### config.mk
export PLATFORM = sky130hd
export DESIGN_NAME = reg_bank_reader
export DESIGN_NICKNAME = d
export VERILOG_FILES = /design/src/rtl/reg_bank_reader.sv
export SDC_FILE = /design/constraint.sdc
export NUM_CORES = 1
export LEC_CHECK = 0
export ABC_CLOCK_PERIOD_IN_PS = 1530
export BUFFER_PORTS_ARGS = -buffer_cell sky130_fd_sc_hd__buf_2
export CORE_UTILIZATION = 35
export CTS_BUF_LIST = sky130_fd_sc_hd__clkbuf_4 sky130_fd_sc_hd__clkbuf_8
export DETAILED_ROUTE_END_ITERATION = 16
export GPL_TIMING_DRIVEN = 0
export PLACE_DENSITY = 0.68
export SLEW_MARGIN = 10
export SYNTH_ARGS = -nofsm -noshare
export SYNTH_HDL_FRONTEND = slang
export SYNTH_SLANG_ARGS = --single-unit
### constraint.sdc
create_clock -name clk -period 1.53 [get_ports clk]
set_input_delay 0.306 -clock clk [delete_from_list [all_inputs] [get_ports clk]]
set_output_delay 0.306 -clock clk [all_outputs]
set_load 0.01 [all_outputs]
### src/rtl/reg_bank_reader.sv
// Read-side sequencer for a bank of registers: walks first..last (wrapping at
// NUM_REGS-1) and streams {address, data} words over a valid/ready handshake.
module reg_bank_reader #(
   parameter int unsigned NUM_REGS = 8,
   parameter int unsigned DATA_W   = 8,
   parameter int unsigned ADDR_W   = 3
) (
   input  logic              clk,
   input  logic              rst_n,
   input  logic              start,
   input  logic [ADDR_W-1:0] first_addr,
   input  logic [ADDR_W-1:0] last_addr,
   output logic              rd_en,
   output logic [ADDR_W-1:0] rd_addr,
   input  logic [DATA_W-1:0] rd_data,
   output logic              out_valid,
   input  logic              out_ready,
   output logic [ADDR_W-1:0] out_addr,
   output logic [DATA_W-1:0] out_data,
   output logic              busy,
   output logic              done,
   output logic              err
);

   localparam int unsigned AW = ADDR_W;
   localparam int unsigned DW = DATA_W;

   typedef enum logic [1:0] {
      S_IDLE  = 2'd0,
      S_ISSUE = 2'd1,
      S_WAIT  = 2'd2,
      S_HOLD  = 2'd3
   } state_t;

   state_t          state_q, state_d;
   logic [AW-1:0]   cur_q, cur_d;
   logic [AW-1:0]   last_q, last_d;
   logic            rd_en_q, rd_en_d;
   logic [AW-1:0]   rd_addr_q, rd_addr_d;
   logic            out_valid_q, out_valid_d;
   logic [AW-1:0]   out_addr_q, out_addr_d;
   logic [DW-1:0]   out_data_q, out_data_d;
   logic            busy_q, busy_d;
   logic            done_q, done_d;
   logic            err_q, err_d;

   logic [31:0]     first_ext_c;
   logic [31:0]     last_ext_c;
   logic            range_ok_c;
   logic [AW-1:0]   next_cur_c;

   // Address range check and wrap-around successor of the current address
   always_comb begin
      first_ext_c = 32'(first_addr);
      last_ext_c  = 32'(last_addr);
      range_ok_c  = (first_ext_c < NUM_REGS) && (last_ext_c < NUM_REGS);
      next_cur_c  = (cur_q == AW'(NUM_REGS - 1)) ? '0 : cur_q + AW'(1);
   end

   // Next-state and registered-output logic
   always_comb begin
      state_d     = state_q;
      cur_d       = cur_q;
      last_d      = last_q;
      rd_en_d     = 1'b0;
      rd_addr_d   = rd_addr_q;
      out_valid_d = out_valid_q;
      out_addr_d  = out_addr_q;
      out_data_d  = out_data_q;
      done_d      = 1'b0;
      err_d       = 1'b0;

      unique case (state_q)
         S_IDLE: begin
            if (start) begin
               if (range_ok_c) begin
                  cur_d     = first_addr;
                  last_d    = last_addr;
                  rd_en_d   = 1'b1;
                  rd_addr_d = first_addr;
                  state_d   = S_ISSUE;
               end else begin
                  err_d = 1'b1;
               end
            end
         end
         S_ISSUE: begin
            state_d = S_WAIT;
         end
         S_WAIT: begin
            out_data_d  = rd_data;
            out_addr_d  = cur_q;
            out_valid_d = 1'b1;
            state_d     = S_HOLD;
         end
         S_HOLD: begin
            if (out_valid_q && out_ready) begin
               out_valid_d = 1'b0;
               if (cur_q == last_q) begin
                  done_d  = 1'b1;
                  state_d = S_IDLE;
               end else begin
                  cur_d     = next_cur_c;
                  rd_en_d   = 1'b1;
                  rd_addr_d = next_cur_c;
                  state_d   = S_ISSUE;
               end
            end
         end
         default: begin
            state_d = S_IDLE;
         end
      endcase

      busy_d = (state_d != S_IDLE);
   end

   // State and output registers
   always_ff @(posedge clk or negedge rst_n) begin
      if (!rst_n) begin
         state_q     <= S_IDLE;
         cur_q       <= '0;
         last_q      <= '0;
         rd_en_q     <= 1'b0;
         rd_addr_q   <= '0;
         out_valid_q <= 1'b0;
         out_addr_q  <= '0;
         out_data_q  <= '0;
         busy_q      <= 1'b0;
         done_q      <= 1'b0;
         err_q       <= 1'b0;
      end else begin
         state_q     <= state_d;
         cur_q       <= cur_d;
         last_q      <= last_d;
         rd_en_q     <= rd_en_d;
         rd_addr_q   <= rd_addr_d;
         out_valid_q <= out_valid_d;
         out_addr_q  <= out_addr_d;
         out_data_q  <= out_data_d;
         busy_q      <= busy_d;
         done_q      <= done_d;
         err_q       <= err_d;
      end
   end

   assign rd_en     = rd_en_q;
   assign rd_addr   = rd_addr_q;
   assign out_valid = out_valid_q;
   assign out_addr  = out_addr_q;
   assign out_data  = out_data_q;
   assign busy      = busy_q;
   assign done      = done_q;
   assign err       = err_q;

endmodule
==> impl_results.rst, run 1 <==
.. list-table::
   :header-rows: 1

   * - Metric
     - Value
   * - Largest cells by area after synthesis
     - dfrtp_1 53%, mux2_2 15%, ha_1 6.9%, nand3_1 3.7%, xor2_1 2.4%
   * - Reg area
     - 578 um2
   * - Power per standard cell area
     - 2150 mW/mm2
   * - Initial antenna violation count
     - 0
   * - Post-route setup slack
     - 0.0408 ns
   * - Num CTS Buffers
     - 3
   * - Number of port buffers
     - 35
   * - Dominant register cell in the synthesized netlist
     - dfrtp_1
   * - Yosys top cell area share
     - 0.532
   * - Number of synthesized flops with an enable pin
     - 0
   * - Number of filler cells placed in the layout
     - 267
   * - Maximum clock rate
     - 671 MHz
   * - Total standard cell area after synthesis
     - 0.00108 mm2
   * - Multi-input gate area in the final layout
     - 539 um2
   * - CTS Sinks
     - 23
   * - Switching share of power
     - 0.395
   * - Leakage power summed over all cells
     - 0.704 nW
   * - Share of cells above drive strength 1
     - 0.574
   * - Worst hold path class
     - in -> reg
   * - Share of synthesized area occupied by flip-flops and latches
     - 0.532
   * - Sequential group share of total power
     - 0.357
   * - Part of the total power dissipated in the clock network
     - 0.090
   * - Worst-Margin Slew
     - 0.514 ns
   * - Internal power of the cells
     - 1.89 mW
   * - Post-detailed-route count of antenna-violating nets
     - 0
   * - Placeable core area
     - 0.00283 mm2
   * - Final critical-path share of the clock period
     - 0.973
   * - Maximum fanout encountered on the critical timing path
     - 6
   * - Wire length per cell
     - 13.5 um
   * - Cell taking the most area after synthesis
     - dfrtp_1
   * - Tightest slew margin relative to the limit
     - 0.657
   * - Status
     - finished with violations
   * - Register bit count reported by yosys
     - 23
   * - First-pass iteration count of the detailed router
     - 10
   * - Final routed DRC violation total
     - 3
   * - WHS
     - 0.215 ns
   * - Die span in y
     - 57.6 um
   * - Clock latency reported for the late side of the worst-skew pair
     - 0.31 ns
   * - Hold Vio Cnt, Final
     - 0
   * - Vias per std cell
     - 5.25
   * - Violated checks
     - DRC
   * - CTS Root Buffer Type
     - clkbuf_4
   * - Chip Width
     - 57.6 um
   * - Starting DRT DRC Count
     - 17
   * - Worst setup EP type
     - flop
   * - Worst slack at placement
     - -0.0328 ns
   * - Nets
     - 161
   * - Reported net switching power
     - 1.23 mW
   * - Synthesized area per cell
     - 12.1 um2
   * - Ports placed on the boundary
     - 37
   * - Routability congestion estimate
     - 0.803
   * - Overall Global Routing Usage
     - 0.140
   * - Slowest stage delay, CP
     - 0.48 ns
   * - Critical-path cell list
     - xor2_1, o41ai_2, a2bb2oi_2, or2_1
   * - Clock tree from TritonCTS
     - done
   * - Dpl cell area
     - 0.00129 mm2
   * - Critical path start-end classification
     - reg -> reg
   * - Final setup violation count
     - 0
   * - Source of the worst register-to-register timing path
     - rd_addr[2]$_DFFE_PN0P_
   * - Via count of the first global-routing pass
     - 810
   * - Count of mapped cells out of synthesis
     - 89
   * - Max-capacitance violation count
     - 0
   * - Post-route minimum period
     - 1.49 ns
   * - Layout-stage area growth over the synthesis result
     - 34.4%
   * - Post-route cell area
     - 0.00145 mm2
   * - Initial cell density of the core
     - 0.382
   * - Crit path launch type
     - flop
   * - Total vias in the final route
     - 876
   * - Post-synthesis async set-or-reset flop share
     - 1.00
   * - Diode insertion count for antenna repair
     - 0
   * - Commonest cells after routing, fill and taps aside
     - 35 x buf_2, 21 x dfrtp_1, 14 x mux2_2
   * - Max clock buf depth
     - 2
   * - Startpoint of the lowest-slack hold path
     - last_addr[0]
   * - Combinational Power Share
     - 0.553
   * - Share of the core filled with cells
     - 0.513
   * - Critical Path Slowest Stage Cell
     - dfrtp_1
   * - Number of synthesis warnings
     - 0
   * - Worst Path Buf+Inv
     - 0
   * - Maximum level of the CTS H-tree
     - 1
   * - Row Count
     - 19
   * - Unrepaired setup endpoints after global routing
     - yes
   * - Final Routed Wirelength
     - 2250 um
   * - Family with the most delay on the worst path
     - flip-flops
   * - HPWL after detailed placement
     - 1590 um
   * - Area of the die
     - 0.00331 mm2
   * - Global-route wire length before repair
     - 3570 um
   * - Sum of overflow across all layers after global routing
     - 0
   * - Peak VDD IR
     - 0.789 mV
   * - CP Data Required Time
     - 1.74 ns
   * - Worst clock skew on the final layout
     - 0.00338 ns
   * - Mapped Nets
     - 113
   * - Start point of the critical path
     - rd_addr[2]$_DFFE_PN0P_
   * - Slew Viols, Final
     - 0
   * - Largest net degree at the start of global routing
     - 24
   * - Clock-pin transition on the worst setup and hold timing paths
     - 0.13 ns
   * - Distinct cell type count of the synthesized netlist
     - 29
   * - Tot Pwr
     - 3.12 mW
   * - Most common cell after layout, fill and taps aside
     - buf_2
   * - Data arrival time of the worst path
     - 1.70 ns
[state kept, by name, indices dropped and copies added (netlist names)]
signal / flops
rd_en: 1
done: 1
out_valid: 1
busy: 1
out_data: 8
state_q: 2
out_addr: 3
last_q: 3
rd_addr: 3
[power groups by stage]
stage,combinational (mW),clock [mW],sequential (mW)
floorplan,0.841,0,1.21
global placement,1.33,0,1.11
detailed placement,1.37,0,1.13
CTS,1.39,0.295,1.12
global route,1.89,0.318,1.16
finish,1.73,0.280,1.11
[final timing paths]
path,end,slack [ns],cells after the start
worst max register to register,busy$_DFF_PN0_,0.04,4
worst min-delay path,last_q[0]$_DFFE_PN0P_,0.21,2
worst min register to register,out_data[1]$_DFFE_PN0P_,0.51,1
worst max-delay path,busy$_DFF_PN0_,0.04,4
max in group asynchronous,rd_addr[1]$_DFFE_PN0P_,0.68,2
min in group asynchronous,rd_addr[0]$_DFFE_PN0P_,0.48,2
[routing by layer]
metal,GRT usage,routed length (um)
met5,0,0
met4,0.0732,51
met3,0.0227,126
met2,0.243,1150
met1,0.166,921
[per-stage QoR]
| step | std cells | TNS (ns) |
|---|---|---|
| global placement | 155 | 0 |
| global route | 167 | -0.0606 |
| detailed placement | 155 | -0.267 |
| floorplan | 89 | 0 |
| finish | 167 | 0 |
| CTS | 160 | 0 |
[final cells by class]
type | instances | area share
clock inverters | 1 | 0.00345
clock buffers | 3 | 0.0155
well taps | 31 | 0.0267
inverters | 3 | 0.00775
flip-flops and latches | 23 | 0.398
plain buffers | 3 | 0.0138
multi-input cells | 60 | 0.371
repair buffers | 43 | 0.164
[synth_stat cells, types with 2 or more instances]
| library cell | instances |
|---|---|
| nand3_1 | 8 |
| nand4_1 | 2 |
| xor2_1 | 3 |
| ha_1 | 6 |
| nand2_1 | 2 |
| dfrtp_1 | 23 |
| mux2_2 | 14 |
| a21oi_1 | 2 |
| a22oi_1 | 3 |
| inv_1 | 3 |
| nor2b_1 | 2 |
| nor2_1 | 4 |
[cells by family after synthesis]
kind of cell / Yosys count / share of synthesized area
simple gates: 23 / 0.110
fa+ha+maj: 6 / 0.0694
compound gates: 13 / 0.0891
buf+inv: 6 / 0.0255
mux: 14 / 0.146
other cells: 1 / 0.00347
flops: 23 / 0.532
xor+xnor: 3 / 0.0243
[timing repair]
action / in CTS / in global routing
hold buffers: 1 / 0
setup endpoints to repair: 13 / 14
pin swaps: 0 / 6
endpoints found under the hold margin: 23 / 0
gates resized for setup: 5 / 15
buffers inserted: 0 / 7
Note: power is estimated with default switching activity, not from simulation.
==> inputs of run 2 (changes only) <==
--- a/config.mk
+++ b/config.mk
@@ -7,11 +7,11 @@
 export LEC_CHECK = 0
 export ABC_CLOCK_PERIOD_IN_PS = 1530
 export BUFFER_PORTS_ARGS = -buffer_cell sky130_fd_sc_hd__buf_2
-export CORE_UTILIZATION = 35
+export CORE_UTILIZATION = 45
 export CTS_BUF_LIST = sky130_fd_sc_hd__clkbuf_4 sky130_fd_sc_hd__clkbuf_8
 export DETAILED_ROUTE_END_ITERATION = 16
 export GPL_TIMING_DRIVEN = 0
-export PLACE_DENSITY = 0.68
+export PLACE_DENSITY = 0.82
 export SLEW_MARGIN = 10
 export SYNTH_ARGS = -nofsm -noshare
 export SYNTH_HDL_FRONTEND = slang
==> run 2 against run 1 <==
  * The flow now finishes without violations
  * Core utilization increased by 10 points
  * Flip-flop and latch count did not move
  * Final cell count shrank 4.8%
  * Count of clock-buffer cells in the layout did not move
  * Hold slack worse by 0.0051 ns
  * Largest cell class unchanged
  * Largest power group unchanged
==> impl_results.rst, run 2 (synthesis results as in run 1) <==
.. list-table::
   :header-rows: 1

   * - Metric
     - Value
   * - Post-detailed-route count of antenna-violating nets
     - 0
   * - Final setup violation count
     - 0
   * - Power per standard cell area
     - 2120 mW/mm2
   * - Hold Vio Cnt, Final
     - 0
   * - Maximum fanout encountered on the critical timing path
     - 6
   * - Maximum level of the CTS H-tree
     - 1
   * - CP Data Required Time
     - 1.74 ns
   * - Chip Width
     - 51.0 um
   * - Worst clock skew on the final layout
     - 0.00333 ns
   * - Num CTS Buffers
     - 3
   * - Overall Global Routing Usage
     - 0.186
   * - Leakage power summed over all cells
     - 0.676 nW
   * - Peak VDD IR
     - 1.32 mV
   * - Critical path start-end classification
     - reg -> reg
   * - Share of cells above drive strength 1
     - 0.527
   * - First-pass iteration count of the detailed router
     - 4
   * - CTS Sinks
     - 23
   * - Max-capacitance violation count
     - 0
   * - HPWL after detailed placement
     - 1630 um
   * - Clock tree from TritonCTS
     - done
   * - Dpl cell area
     - 0.00129 mm2
   * - Maximum clock rate
     - 664 MHz
   * - Number of port buffers
     - 35
   * - Sum of overflow across all layers after global routing
     - 0
   * - Unrepaired setup endpoints after global routing
     - yes
   * - Final critical-path share of the clock period
     - 0.985
   * - Part of the total power dissipated in the clock network
     - 0.097
   * - Status
     - complete, no violations
   * - Switching share of power
     - 0.403
   * - Post-route setup slack
     - 0.0231 ns
   * - Placeable core area
     - 0.00223 mm2
   * - Starting DRT DRC Count
     - 11
   * - Routability congestion estimate
     - 0.831
   * - Sequential group share of total power
     - 0.388
   * - Area of the die
     - 0.00260 mm2
   * - Post-route minimum period
     - 1.51 ns
   * - Wire length per cell
     - 13.5 um
   * - Crit path launch type
     - flop
   * - Layout-stage area growth over the synthesis result
     - 27.0%
   * - Worst slack at placement
     - -0.0597 ns
   * - Post-route cell area
     - 0.00137 mm2
   * - Ports placed on the boundary
     - 37
   * - Reported net switching power
     - 1.17 mW
   * - Die span in y
     - 51.0 um
   * - Internal power of the cells
     - 1.74 mW
   * - Initial cell density of the core
     - 0.484
   * - Clock-pin transition on the worst setup and hold timing paths
     - 0.13 ns
   * - Final routed DRC violation total
     - 0
   * - Worst hold path class
     - in -> reg
   * - Flip-flop count of the largest register after layout
     - 8
   * - Initial antenna violation count
     - 0
   * - Clock latency reported for the late side of the worst-skew pair
     - 0.31 ns
   * - Total vias in the final route
     - 841
   * - Critical Path Slowest Stage Cell
     - dfrtp_2
   * - Commonest cells after routing, fill and taps aside
     - 35 x buf_2, 21 x dfrtp_1, 14 x mux2_2
   * - Via count of the first global-routing pass
     - 816
   * - Row Count
     - 17
   * - Critical-path cell list
     - xor2_1, o41ai_2, a2bb2oi_1, or2_1
   * - Largest net degree at the start of global routing
     - 24
   * - WHS
     - 0.210 ns
   * - Setup TNS
     - 0 ns
   * - CTS Root Buffer Type
     - clkbuf_4
   * - Slew Viols, Final
     - 0
   * - Slowest stage delay, CP
     - 0.48 ns
   * - Worst setup EP type
     - flop
   * - Worst-Margin Slew
     - 0.506 ns
   * - Most common cell after layout, fill and taps aside
     - buf_2
   * - Global-route wire length before repair
     - 3490 um
   * - Nets
     - 156
   * - Diode insertion count for antenna repair
     - 0
   * - Combinational Power Share
     - 0.515
   * - Data arrival time of the worst path
     - 1.72 ns
   * - Final Routed Wirelength
     - 2140 um
   * - Vias per std cell
     - 5.29
   * - Tightest slew margin relative to the limit
     - 0.663
   * - Max clock buf depth
     - 2
[run 2: power groups by stage]
stage	sequential, mW	combinational [mW]	clock [mW]
detailed placement	1.14	1.39	0
floorplan	1.21	0.841	0
global route	1.18	1.66	0.314
CTS	1.12	1.44	0.294
global placement	1.11	1.31	0
finish	1.13	1.50	0.283
[run 2: timing repair]
item | 4_1_cts | 5_1_grt
resized for setup | 5 | 8
hold buffers | 1 | 0
setup endpoints to repair | 12 | 6
pin swaps | 0 | 1
hold endpoints to repair | 23 | 0
buffers inserted | 1 | 1
[run 2: per-layer routing]
metal | vias up | wire length, um | track usage
met2 | 41 | 1020 | 0.320
met5 | - | 0 | 0
met4 | 0 | 29 | 0.0833
met1 | 394 | 925 | 0.220
li1 | 402 | - | -
met3 | 4 | 161 | 0.0417
[run 2: cell type report]
cell class / instances / area [um2]
inverter: 3 / 11.3
clock buffer: 3 / 22.5
sequential: 23 / 578
multi-input combinational: 60 / 500
clock inverter: 1 / 5.00
fill: 213 / 861
tap: 28 / 35.0
timing repair buffer: 38 / 200
buffer: 3 / 20.0
[run 2: stage by stage]
stage,instances,power [mW],utilization
finish,159,2.91,0.615
global route,159,3.15,0.615
CTS,158,2.86,0.602
detailed placement,152,2.53,0.578
global placement,152,2.42,0.578
floorplan,89,2.05,-
[run 2: path summary, 6_finish.rpt]
kind | startpoint | to | slack (ns) | cells after the start
max | rd_addr[1]$_DFFE_PN0P_ | busy$_DFF_PN0_ | 0.02 | 4
min | last_addr[0] | last_q[0]$_DFFE_PN0P_ | 0.21 | 2
max reg2reg | rd_addr[1]$_DFFE_PN0P_ | busy$_DFF_PN0_ | 0.02 | 4
min reg2reg | out_data[3]$_DFFE_PN0P_ | out_data[3]$_DFFE_PN0P_ | 0.52 | 1
max in group asynchronous | rst_n | rd_addr[1]$_DFFE_PN0P_ | 0.68 | 2
min in group asynchronous | rst_n | rd_addr[0]$_DFFE_PN0P_ | 0.49 | 2
[run 2: critical path, delay by kind of cell, from the launching register on]
kind             cells  cell delay [ns]
flip-flops           1             0.48
XOR/XNOR             1             0.20
AO/OA/AOI/OAI        2             0.49
AND/OR/NAND/NOR      1             0.24
==> inputs of run 3 (changes only) <==
--- a/config.mk
+++ b/config.mk
@@ -7,11 +7,11 @@
 export LEC_CHECK = 0
 export ABC_CLOCK_PERIOD_IN_PS = 1530
 export BUFFER_PORTS_ARGS = -buffer_cell sky130_fd_sc_hd__buf_2
-export CORE_UTILIZATION = 45
+export CORE_UTILIZATION = 40
 export CTS_BUF_LIST = sky130_fd_sc_hd__clkbuf_4 sky130_fd_sc_hd__clkbuf_8
 export DETAILED_ROUTE_END_ITERATION = 16
 export GPL_TIMING_DRIVEN = 0
-export PLACE_DENSITY = 0.82
+export PLACE_DENSITY = 0.75
 export SLEW_MARGIN = 10
 export SYNTH_ARGS = -nofsm -noshare
 export SYNTH_HDL_FRONTEND = slang
==> run 3 against run 2 <==
  * Combinational power decreased by 3%
  * Global-route usage fell by 2.3 points
  * Non-clock buffer count fell by 2
  * Final cell count unchanged
  * Critical path depth is 1 higher
==> impl_results.rst, run 3 (synthesis results as in run 1) <==
.. list-table::
   :header-rows: 1

   * - Metric
     - Value
   * - Vias per std cell
     - 5.21
   * - Final Routed Wirelength
     - 2030 um
   * - Post-CTS setup-driven buffer insertion count
     - 0
   * - Maximum clock rate
     - 684 MHz
   * - Placeable core area
     - 0.00252 mm2
   * - Leakage power summed over all cells
     - 0.669 nW
   * - Post-route minimum period
     - 1.46 ns
   * - Flip-flop count of the largest register after layout
     - 8
   * - Clock tree from TritonCTS
     - done
   * - Row Count
     - 18
   * - Starting DRT DRC Count
     - 10
   * - Crit path launch type
     - flop
   * - Worst hold path class
     - in -> reg
   * - Data arrival time of the worst path
     - 1.67 ns
   * - Maximum fanout encountered on the critical timing path
     - 5
   * - Initial antenna violation count
     - 0
   * - First-pass iteration count of the detailed router
     - 4
   * - Slowest stage delay, CP
     - 0.46 ns
   * - Worst clock skew on the final layout
     - 0.00210 ns
   * - Die span in y
     - 54.0 um
   * - Max clock buf depth
     - 2
   * - Critical path start-end classification
     - reg -> reg
   * - Commonest cells after routing, fill and taps aside
     - 36 x buf_2, 21 x dfrtp_1, 14 x mux2_2
   * - Final setup violation count
     - 0
   * - Placed Cells
     - 154
   * - Peak VDD IR
     - 1.20 mV
   * - Routability congestion estimate
     - 0.791
   * - Slew Viols, Final
     - 0
   * - Area of the die
     - 0.00291 mm2
   * - Status
     - complete, no violations
   * - Hold Vio Cnt, Final
     - 0
   * - HPWL after detailed placement
     - 1500 um
   * - Share of cells above drive strength 1
     - 0.535
   * - Initial cell density of the core
     - 0.429
   * - Clock-pin transition on the worst setup and hold timing paths
     - 0.13 ns
   * - CP Data Required Time
     - 1.74 ns
   * - Sum of overflow across all layers after global routing
     - 0
   * - Critical Path Slowest Stage Cell
     - dfrtp_2
   * - Largest net degree at the start of global routing
     - 24
   * - Critical-path cell list
     - ha_2, a21boi_1, o31ai_1, o21ai_1, or2_1
   * - Worst setup EP type
     - flop
   * - Final critical-path share of the clock period
     - 0.956
   * - Number of port buffers
     - 35
   * - Total vias in the final route
     - 829
   * - Unrepaired setup endpoints after global routing
     - yes
   * - Num CTS Buffers
     - 3
   * - CTS Root Buffer Type
     - clkbuf_4
   * - Overall Global Routing Usage
     - 0.164
   * - Layout-stage area growth over the synthesis result
     - 26.9%
   * - Wire length per cell
     - 12.8 um
   * - Power per standard cell area
     - 2090 mW/mm2
   * - Clock latency reported for the late side of the worst-skew pair
     - 0.31 ns
   * - Global-route wire length before repair
     - 3360 um
   * - Nets
     - 154
   * - Setup TNS
     - 0 ns
   * - CTS Sinks
     - 23
   * - Non-Filler Instances
     - 159
   * - Share of the core filled with cells
     - 0.544
   * - Chip Width
     - 54.0 um
   * - Post-detailed-route count of antenna-violating nets
     - 0
   * - Ports placed on the boundary
     - 37
   * - Max-capacitance violation count
     - 0
   * - Most common cell after layout, fill and taps aside
     - buf_2
   * - Via count of the first global-routing pass
     - 771
   * - Diode insertion count for antenna repair
     - 0
   * - Maximum level of the CTS H-tree
     - 1
   * - Final routed DRC violation total
     - 0
## run 3: layout make-up
type                    instances  area [um2]
plain buffers                   3        20.0
clock buffers                   3        22.5
clock inverters                 1        7.51
fillers                       237        1150
inverters                       3        11.3
multi-input cells              60         509
flip-flops and latches         23         578
well taps                      30        37.5
repair buffers                 36         185
## run 3: final timing paths
check	startpoint	end	slack, ns	depth (start not counted)
worst max-delay path	state_q[1]$_DFF_PN0_	busy$_DFF_PN0_	0.07	5
worst min-delay path	out_ready	out_valid$_DFFE_PN0P_	0.22	2
worst max register to register	state_q[1]$_DFF_PN0_	busy$_DFF_PN0_	0.07	5
worst min register to register	out_addr[1]$_DFFE_PN0P_	out_addr[1]$_DFFE_PN0P_	0.52	1
max in group asynchronous	rst_n	state_q[1]$_DFF_PN0_	0.70	2
min in group asynchronous	rst_n	out_valid$_DFFE_PN0P_	0.47	2
## run 3: timing repair
| action | in CTS | in global routing |
|---|---|---|
| pin swaps | 0 | 2 |
| endpoints found under the hold margin | 23 | 0 |
| resized for setup | 2 | 15 |
| setup endpoints to repair | 12 | 14 |
| hold buffers | 1 | 0 |
## run 3: where the power goes
part	total, mW	leakage [nW]	switching [mW]	internal [mW]
Clock	0.285	0.0139	0.185	0.0996
Sequential	1.13	0.275	0.219	0.906
Combinational	1.45	0.380	0.734	0.718
## run 3: worst max-delay path: cells and delay by family, from the launching register on
kind	cells	cell delay, ns
AO/OA/AOI/OAI	3	0.48
flip-flops	1	0.46
adder cells (fa/ha/maj)	1	0.21
AND/OR/NAND/NOR	1	0.21
## run 3: per-stage QoR
stage | hold WS [ns] | setup slack (ns) | power, mW | instance area (um2)
after global routing | 0.189 | -0.0000679 | 3.10 | 1370
after global placement | 0.295 | 0.0225 | 2.44 | 1290
after detailed placement | 0.306 | -0.0476 | 2.49 | 1290
after floorplan | 0.0104 | 0.131 | 2.05 | 1080
final | 0.218 | 0.0681 | 2.86 | 1370
after CTS | 0.202 | 0.00406 | 2.80 | 1340
## run 3: per-layer routing
layer  part of all wire  track usage  routed length, um
met1               0.44        0.207                893
met2               0.48        0.263                978
met3              0.074       0.0621                150
met4             0.0049       0.0385                 10
met5                  0            0                  0
